[src/rtl/ctrl_pkg.sv]
// Shared types and constants for the control-loop tick scheduler.
package ctrl_pkg;

    typedef enum logic [1:0] {
        ST_IDLE = 2'd0,
        ST_IMU  = 2'd1,
        ST_PID  = 2'd2,
        ST_PWM  = 2'd3
    } sched_state_e;

    localparam int unsigned TICK_PERIOD_CYC = 32'd6000;
    localparam int unsigned TIMEOUT_CYC_DEF = 32'd4000;
    localparam int unsigned CNT_W_DEF       = 32'd8;

    // Stage that follows a completed stage; PWM completion closes the loop.
    function automatic sched_state_e stage_next(input sched_state_e s);
        sched_state_e n;
        case (s)
            ST_IMU:  n = ST_PID;
            ST_PID:  n = ST_PWM;
            ST_PWM:  n = ST_IDLE;
            default: n = ST_IDLE;
        endcase
        return n;
    endfunction

endpackage

[src/rtl/ctrl_tick_sched_sat_counter.sv]
// Saturating event counter with synchronous clear; clear beats increment.
module sat_counter #(
    parameter int unsigned W = 8
) (
    input  logic         clk_12mhz,
    input  logic         reset_n,
    input  logic         clr,
    input  logic         inc,
    output logic [W-1:0] cnt
);

    logic [W-1:0] cnt_r;

    // Count events, holding at all-ones.
    always_ff @(posedge clk_12mhz or negedge reset_n) begin
        if (!reset_n) begin
            cnt_r <= {W{1'b0}};
        end else if (clr) begin
            cnt_r <= {W{1'b0}};
        end else if (inc && (cnt_r != {W{1'b1}})) begin
            cnt_r <= cnt_r + W'(1);
        end else begin
            cnt_r <= cnt_r;
        end
    end

    assign cnt = cnt_r;

endmodule

[src/rtl/ctrl_tick_sched.sv]
// Control-loop scheduler: IMU -> PID -> PWM per tick, with overrun accounting.
// Optional per-stage watchdog enabled by defining CTRL_TICK_SCHED_WDOG_EN.
module ctrl_tick_sched
    import ctrl_pkg::*;
#(
    parameter int unsigned TIMEOUT_CYC = TIMEOUT_CYC_DEF,
    parameter int unsigned CNT_W       = CNT_W_DEF
) (
    input  logic             clk_12mhz,
    input  logic             reset_n,
    input  logic             tick_en,
    input  logic             run_en,
    input  logic             stat_clr,
    output logic             imu_req,
    input  logic             imu_done,
    output logic             pid_req,
    input  logic             pid_done,
    output logic             pwm_req,
    input  logic             pwm_done,
    output logic             busy,
    output logic             cycle_done,
    output logic [1:0]       stage,
    output logic [CNT_W-1:0] overrun_cnt,
    output logic             overrun_flag,
    output logic [CNT_W-1:0] timeout_cnt,
    output logic             timeout_flag
);

    if (TIMEOUT_CYC < 32'd2) begin : g_timeout_chk
        $error("ctrl_tick_sched: TIMEOUT_CYC must be at least 2");
    end

    sched_state_e state_r;
    sched_state_e next_state_s;
    logic         imu_req_r;
    logic         pid_req_r;
    logic         pwm_req_r;
    logic         busy_r;
    logic         cycle_done_r;
    logic         overrun_flag_r;
    logic         done_cur_s;
    logic         overrun_s;
    logic         timeout_s;

    // Only the done belonging to the active stage is honoured.
    always_comb begin
        done_cur_s = 1'b0;
        case (state_r)
            ST_IMU:  done_cur_s = imu_done;
            ST_PID:  done_cur_s = pid_done;
            ST_PWM:  done_cur_s = pwm_done;
            default: done_cur_s = 1'b0;
        endcase
    end

    // A tick arriving while an iteration is in flight is dropped and counted.
    always_comb begin
        if (state_r != ST_IDLE) begin
            overrun_s = tick_en;
        end else begin
            overrun_s = 1'b0;
        end
    end

`ifdef CTRL_TICK_SCHED_WDOG_EN
    localparam int unsigned WD_W = $clog2(TIMEOUT_CYC);

    logic [WD_W-1:0] wdog_cnt_r;
    logic            timeout_flag_r;

    // Stage-age counter: zero on every state entry, counts while in a stage.
    always_ff @(posedge clk_12mhz or negedge reset_n) begin
        if (!reset_n) begin
            wdog_cnt_r <= {WD_W{1'b0}};
        end else if ((state_r == ST_IDLE) || done_cur_s || timeout_s) begin
            wdog_cnt_r <= {WD_W{1'b0}};
        end else begin
            wdog_cnt_r <= wdog_cnt_r + WD_W'(1);
        end
    end

    // A done in the final watchdog cycle still advances the stage.
    always_comb begin
        if ((state_r != ST_IDLE) && (wdog_cnt_r == WD_W'(TIMEOUT_CYC - 32'd1))) begin
            timeout_s = ~done_cur_s;
        end else begin
            timeout_s = 1'b0;
        end
    end

    // Sticky abort indication; clear wins over a coincident abort.
    always_ff @(posedge clk_12mhz or negedge reset_n) begin
        if (!reset_n) begin
            timeout_flag_r <= 1'b0;
        end else if (stat_clr) begin
            timeout_flag_r <= 1'b0;
        end else if (timeout_s) begin
            timeout_flag_r <= 1'b1;
        end else begin
            timeout_flag_r <= timeout_flag_r;
        end
    end

    sat_counter #(.W(CNT_W)) u_timeout_cnt (
        .clk_12mhz (clk_12mhz),
        .reset_n   (reset_n),
        .clr       (stat_clr),
        .inc       (timeout_s),
        .cnt       (timeout_cnt)
    );

    assign timeout_flag = timeout_flag_r;
`else
    // Without the watchdog, stages wait indefinitely for their done.
    always_comb begin
        timeout_s = 1'b0;
    end

    assign timeout_cnt  = {CNT_W{1'b0}};
    assign timeout_flag = 1'b0;
`endif

    // Next-state selection.
    always_comb begin
        next_state_s = state_r;
        case (state_r)
            ST_IDLE: begin
                if (tick_en && run_en) begin
                    next_state_s = ST_IMU;
                end else begin
                    next_state_s = ST_IDLE;
                end
            end
            ST_IMU, ST_PID, ST_PWM: begin
                if (done_cur_s) begin
                    next_state_s = stage_next(state_r);
                end else if (timeout_s) begin
                    next_state_s = ST_IDLE;
                end else begin
                    next_state_s = state_r;
                end
            end
            default: next_state_s = ST_IDLE;
        endcase
    end

    // Scheduler state and its registered handshake/status outputs.
    always_ff @(posedge clk_12mhz or negedge reset_n) begin
        if (!reset_n) begin
            state_r      <= ST_IDLE;
            imu_req_r    <= 1'b0;
            pid_req_r    <= 1'b0;
            pwm_req_r    <= 1'b0;
            busy_r       <= 1'b0;
            cycle_done_r <= 1'b0;
        end else begin
            state_r      <= next_state_s;
            imu_req_r    <= (next_state_s == ST_IMU);
            pid_req_r    <= (next_state_s == ST_PID);
            pwm_req_r    <= (next_state_s == ST_PWM);
            busy_r       <= (next_state_s != ST_IDLE);
            cycle_done_r <= (state_r == ST_PWM) && pwm_done;
        end
    end

    // Sticky overrun indication; clear wins over a coincident overrun.
    always_ff @(posedge clk_12mhz or negedge reset_n) begin
        if (!reset_n) begin
            overrun_flag_r <= 1'b0;
        end else if (stat_clr) begin
            overrun_flag_r <= 1'b0;
        end else if (overrun_s) begin
            overrun_flag_r <= 1'b1;
        end else begin
            overrun_flag_r <= overrun_flag_r;
        end
    end

    sat_counter #(.W(CNT_W)) u_overrun_cnt (
        .clk_12mhz (clk_12mhz),
        .reset_n   (reset_n),
        .clr       (stat_clr),
        .inc       (overrun_s),
        .cnt       (overrun_cnt)
    );

    assign imu_req      = imu_req_r;
    assign pid_req      = pid_req_r;
    assign pwm_req      = pwm_req_r;
    assign busy         = busy_r;
    assign cycle_done   = cycle_done_r;
    assign stage        = state_r;
    assign overrun_flag = overrun_flag_r;

endmodule

[config.mk]
export PLATFORM = sky130hd
export DESIGN_NAME = ctrl_tick_sched
export DESIGN_NICKNAME = d
export VERILOG_FILES = /design/src/rtl/ctrl_pkg.sv /design/src/rtl/ctrl_tick_sched_sat_counter.sv /design/src/rtl/ctrl_tick_sched.sv
export SDC_FILE = /design/constraint.sdc
export NUM_CORES = 1
export LEC_CHECK = 0
export CELL_PAD_IN_SITES_DETAIL_PLACEMENT = 1
export CELL_PAD_IN_SITES_GLOBAL_PLACEMENT = 2
export CORE_MARGIN = 2
export CORE_UTILIZATION = 28
export DETAILED_ROUTE_END_ITERATION = 6
export PLACE_DENSITY = 0.89
export SLEW_MARGIN = 30
export SYNTH_ARGS = -nofsm -noshare
export SYNTH_HDL_FRONTEND = slang
export SYNTH_HIERARCHICAL = 1
export SYNTH_SLANG_ARGS = --single-unit
[constraint.sdc]
create_clock -name clk_12mhz -period 5.45 [get_ports clk_12mhz]
set_input_delay 1.635 -clock clk_12mhz [delete_from_list [all_inputs] [get_ports clk_12mhz]]
set_output_delay 1.635 -clock clk_12mhz [all_outputs]
set_load 0.005 [all_outputs]
# After elaboration in Yosys (flattened, before gate mapping)
# Index checks and enable logic that the tools add are counted.
# word_totals
reg_bits	16
input_bits	8
out_inout_bits	25
# op_classes
add_sub_neg	1
eq_ne	7
mux	10
reduce_logical	9
# ops
cell	n
two-way mux 8 bit	2
adder 8 x 1 -> 8 bit (second input constant)	1
== test 2 bit (second input constant)	4
inequality test 8 bit (second input constant)	1
case mux 2 bit (2 select lines)	2
nonzero test 2 bit	4
== test 2 x 1 -> 1 bit (second input constant)	2
two-way mux 1 bit	4
logical AND 1 bit	3
case mux 1 bit (3 select lines)	1
OR reduction 3 bit	1
logical NOT 2 bit	1
two-way mux 2 bit	1

# Longest topological paths before layout
# depth
word_depth	5
depth_mapped	7

# Modules after synthesis
# The synthesis kept the hierarchy.
# by_module_without_submodules
module	n_inst	cells_per_inst	area_per_inst_um2	seq_area_each_um2
ctrl_tick_sched	1	45	479.2	200.2
sat_counter	1	49	464.2	200.2

# Worst setup path after synthesis
# Ideal clock, no wire load.
# synth_path
kind	input to register
start	input port imu_done
end	register pid_req_r, in the netlist pid_req
setup_ns	0.065
arrival_ns	2.626
required_time_ns	5.385
path_slack_ns	2.759
path_stages	3
path_cell_list	a222oi_1 > mux2i_1 > o21a_1
# synth_via
elab_chain_len	4
# synth_lines
element	line	rtl
start: declaration	ctrl_tick_sched.sv:15	input logic imu_done,
case mux 1 bit (3 select lines)	ctrl_tick_sched.sv:48	case (state_r)
two-way mux 2 bit	ctrl_tick_sched.sv:135	if (done_cur_s) begin
case mux 2 bit (2 select lines)	ctrl_tick_sched.sv:126	case (state_r)
named net next_state_s[1]	ctrl_tick_sched.sv:34	sched_state_e next_state_s;
== test 2 bit	ctrl_tick_sched.sv:159	pid_req_r <= (next_state_s == ST_PID);
end signal: assignment	ctrl_tick_sched.sv:159	
end: declaration	ctrl_tick_sched.sv:36	logic pid_req_r;
# The timed path passes the listed nets, and every way through them passes these cells.
# A chain may end at the register's enable or synchronous reset.

# Final worst setup path
# layout_path
start	input port tick_en
end	register u_overrun_cnt.cnt_r[5], in the netlist u_overrun_cnt/cnt[5]
# layout_via
elab_chain_len	3
# layout_lines
element	line	rtl
start: declaration	ctrl_tick_sched.sv:11	input logic tick_en,
two-way mux 1 bit	ctrl_tick_sched.sv:58	if (state_r != ST_IDLE) begin
named net overrun_s	ctrl_tick_sched.sv:42	logic overrun_s;
logical AND 1 bit	ctrl_tick_sched_sat_counter.sv:20	end else if (inc && (cnt_r != {W{1'b1}})) begin
nonzero test 2 bit (no line)	-	
end signal: assignment	ctrl_tick_sched_sat_counter.sv:19	cnt_r <= {W{1'b0}};
end signal: assignment	ctrl_tick_sched_sat_counter.sv:21	cnt_r <= cnt_r + W'(1);
end signal: assignment	ctrl_tick_sched_sat_counter.sv:23	cnt_r <= cnt_r;
end: declaration	ctrl_tick_sched_sat_counter.sv:12	logic [W-1:0] cnt_r;
# The timed path passes the listed nets, and every way through them passes these cells.

==> results by group <==
Synth
  • Largest area contributor in the synthesized netlist: dfrtp_1
  • FFs w/ async S/R, synth: 100%
  • Synthesized cell area: 943 um2
  • Commonest cells post-synth: dfrtp_1 (16), buf_4 (9), ha_1 (6), inv_1 (6)
  • Sequential fraction of the synthesis area: 42.4%
  • #FFs+latches synth: 16
  • Yosys cell types: 38
  • Mapped Cells: 94
  • Main synth FF type: dfrtp_1
  • Top area cells in the synthesized netlist: dfrtp_1 (42%), ha_1 (8.0%), buf_4 (7.2%)
  • Number of flops mapped to enable cells by yosys: 0
  • Synthesized area per cell: 10.0 um2
  • Area share of the largest cell type after synthesis: 42.4%
  • Count leader, synth: dfrtp_1
  • Yosys Warn Count: 6

Floorplanning
  • Row count: 21
  • Die area: 3850 um2
  • Die width: 62.0 um
  • Starting density of the core: 28.7%
  • I/O pin total: 33
  • CORE AREA: 3280 um2
  • Die height: 62.0 um

Power and ir drop
  • P per Cell Area: 367 nW/um2
  • Combinational power share: 44.7%
  • Clock power share: 18.5%
  • Total power: 0.448 mW
  • Sequential power share: 36.9%
  • Pint: 0.288 mW
  • Peak VDD IR: 209 uV
  • NetSw: 0.160 mW
  • LEAKAGE: 0.525 nW
  • Sw Share: 35.7%

Route
  • Initial drt markers: 23
  • # DRC: 0
  • Via density per instance: 4.70
  • Vias post-DR: 770
  • TritonRoute pass-1 iters: 4
  • WL/cell: 14.3 um
  • Post-route ant nets: 0
  • Total wire length after detailed routing: 2340 um

CTS
  • CTS tree: done
  • Clock root buffer: clkbuf_4
  • Total CTS buffers: 3
  • CTS H-tree depth: 1
  • CTS clock-pin slew for the worst setup and hold paths: 0.11 ns
  • Post-CTS Setup Bufs: 0
  • Clk Latency, worst-skew pair: 0.29 ns
  • Sinks on Clock Net: 16
  • Clock buffer depth: 2
  • Post-CTS Resized: 0
  • Hold-fix buffers, CTS: 0

Hold path
  • Hold Crit Depth: 2
  • Hold crit path type: reg -> reg

Finish
  • ANT cells: 0
  • Share of cells above drive strength 1: 9.32%
  • # nets final: 133
  • Layout area overhead: 29.4%

STA
  • RSZ-0062 raised after global routing: false
  • Final min period: 3.27 ns
  • Post-route clock period utilization: 59.9%
  • Fmax: 306 MHz
  • Fin. max-slew vios: 0
  • Final hold vios: 0
  • Setup_tns: 0 ns
  • Max_slew headroom: 47.1%
  • Count of final setup violators: 0
  • Worst-Margin Slew: 0.791 ns
  • Worst Skew: 0.00999 ns

Global routing
  • Gr usage total: 13.5%
  • First-pass GRT wire length: 3790 um
  • Antenna violations before repair: 0
  • Grt ovf: 0
  • Largest net degree at the start of global routing: 17
  • Number of global-route vias before repair: 776

Setup path
  • Depth of the worst register-to-register path: 6
  • Crit end category: flip-flop
  • Crit-path max FO: 10
  • Critical Path Source Type: primary input
  • CP required: 5.61 ns
  • Crit Path Class: in -> reg
  • Worst EP arrival: 3.42 ns

Place
  • Routability Congestion: 0.720
  • DPL Wire Length: 1770 um
  • PortBufs: 23

Status
  • Run status: finished, final reports clean

Run
  • MaxCap Viol Count: 0
==> through the flow <==
| stage | hold WS, ns | area [um2] | util [%] | setup WS [ns] | std cells |
|---|---|---|---|---|---|
| after floorplan | 0.491 | 973 | - | 2.76 | 102 |
| after global placement | 0.513 | 1180 | 36.1 | 2.01 | 160 |
| after detailed placement | 0.507 | 1180 | 36.1 | 1.93 | 160 |
| after CTS | 0.532 | 1220 | 37.2 | 2.24 | 164 |
| after global routing | 0.556 | 1220 | 37.2 | 2.02 | 164 |
| final | 0.525 | 1220 | 37.2 | 2.18 | 164 |
==> per-layer routing <==
layer | GRT usage (%) | share of wire, % | vias up
li1 | - | - | 358
met1 | 16.3 | 44 | 384
met2 | 24.1 | 51 | 26
met3 | 2.69 | 4.7 | 2
met4 | 3.95 | 0.73 | 0
met5 | 0 | 0 | -
==> worst paths after layout <==
check	startpoint	endpoint	slack, ns
min in group asynchronous	reset_n	busy$_DFF_PN0_	1.79
max in group asynchronous	reset_n	stage[0]$_DFF_PN0_	3.16
max reg2reg	stage[1]$_DFF_PN0_	u_overrun_cnt/cnt[5]$_DFFE_PN0P_	3.15
max	tick_en	u_overrun_cnt/cnt[5]$_DFFE_PN0P_	2.18
min	overrun_flag$_DFFE_PN0P_	overrun_flag$_DFFE_PN0P_	0.53
min reg2reg	overrun_flag$_DFFE_PN0P_	overrun_flag$_DFFE_PN0P_	0.53
==> power by group through the flow <==
| stage | clock network [mW] | logic (mW) | registers, mW |
|---|---|---|---|
| floorplan | 0 | 0.118 | 0.166 |
| global placement | 0 | 0.189 | 0.167 |
| detailed placement | 0 | 0.203 | 0.167 |
| CTS | 0.0849 | 0.204 | 0.166 |
| global route | 0.0893 | 0.225 | 0.170 |
| finish | 0.0828 | 0.200 | 0.165 |
==> worst max-delay path: stages <==
cell             delay (ns)
clkdlybuf4s50_1        0.48
nor2b_1                0.49
nand3_1                0.25
a2111oi_0              0.46
nor3b_1                0.11
==> cells by family (layout without fill, tap and decap cells) <==
kind of cell,count (synthesis),in the layout,share of synthesized area (%)
other,1,9,0.397
flip-flops,16,16,42.4
adder cells (fa/ha/maj),6,6,7.96
AO/OA/AOI/OAI,16,16,12.5
multiplexers,5,5,5.57
AND/OR/NAND/NOR,33,33,20.7
buffers and inverters,17,33,10.5
==> final cells by class <==
| type | count | area, um2 |
|---|---|---|
| multi-input cells | 69 | 474 |
| fillers | 378 | 2060 |
| clock buffers | 4 | 36.3 |
| repair buffers | 23 | 230 |
| well taps | 46 | 57.6 |
| flip-flops and latches | 16 | 400 |
| inverters | 6 | 22.5 |
==> placed cells by master (no fill, tap or decap), types with 4 or more instances in the layout <==
| master | instances |
|---|---|
| nor3_1 | 5 |
| dfrtp_1 | 16 |
| conb_1 | 9 |
| nor2b_1 | 4 |
| ha_1 | 6 |
| nand2b_1 | 5 |
| nor2_1 | 5 |
| clkdlybuf4s50_1 | 23 |
| inv_1 | 6 |
| a21oi_1 | 4 |
==> state kept, by name (all words and copies together) (netlist names) <==
register           cells
busy                   1
cycle_done             1
imu_req                1
overrun_flag           1
pid_req                1
pwm_req                1
stage                  2
u_overrun_cnt/cnt      8
Power figures use the tool's default switching activity.
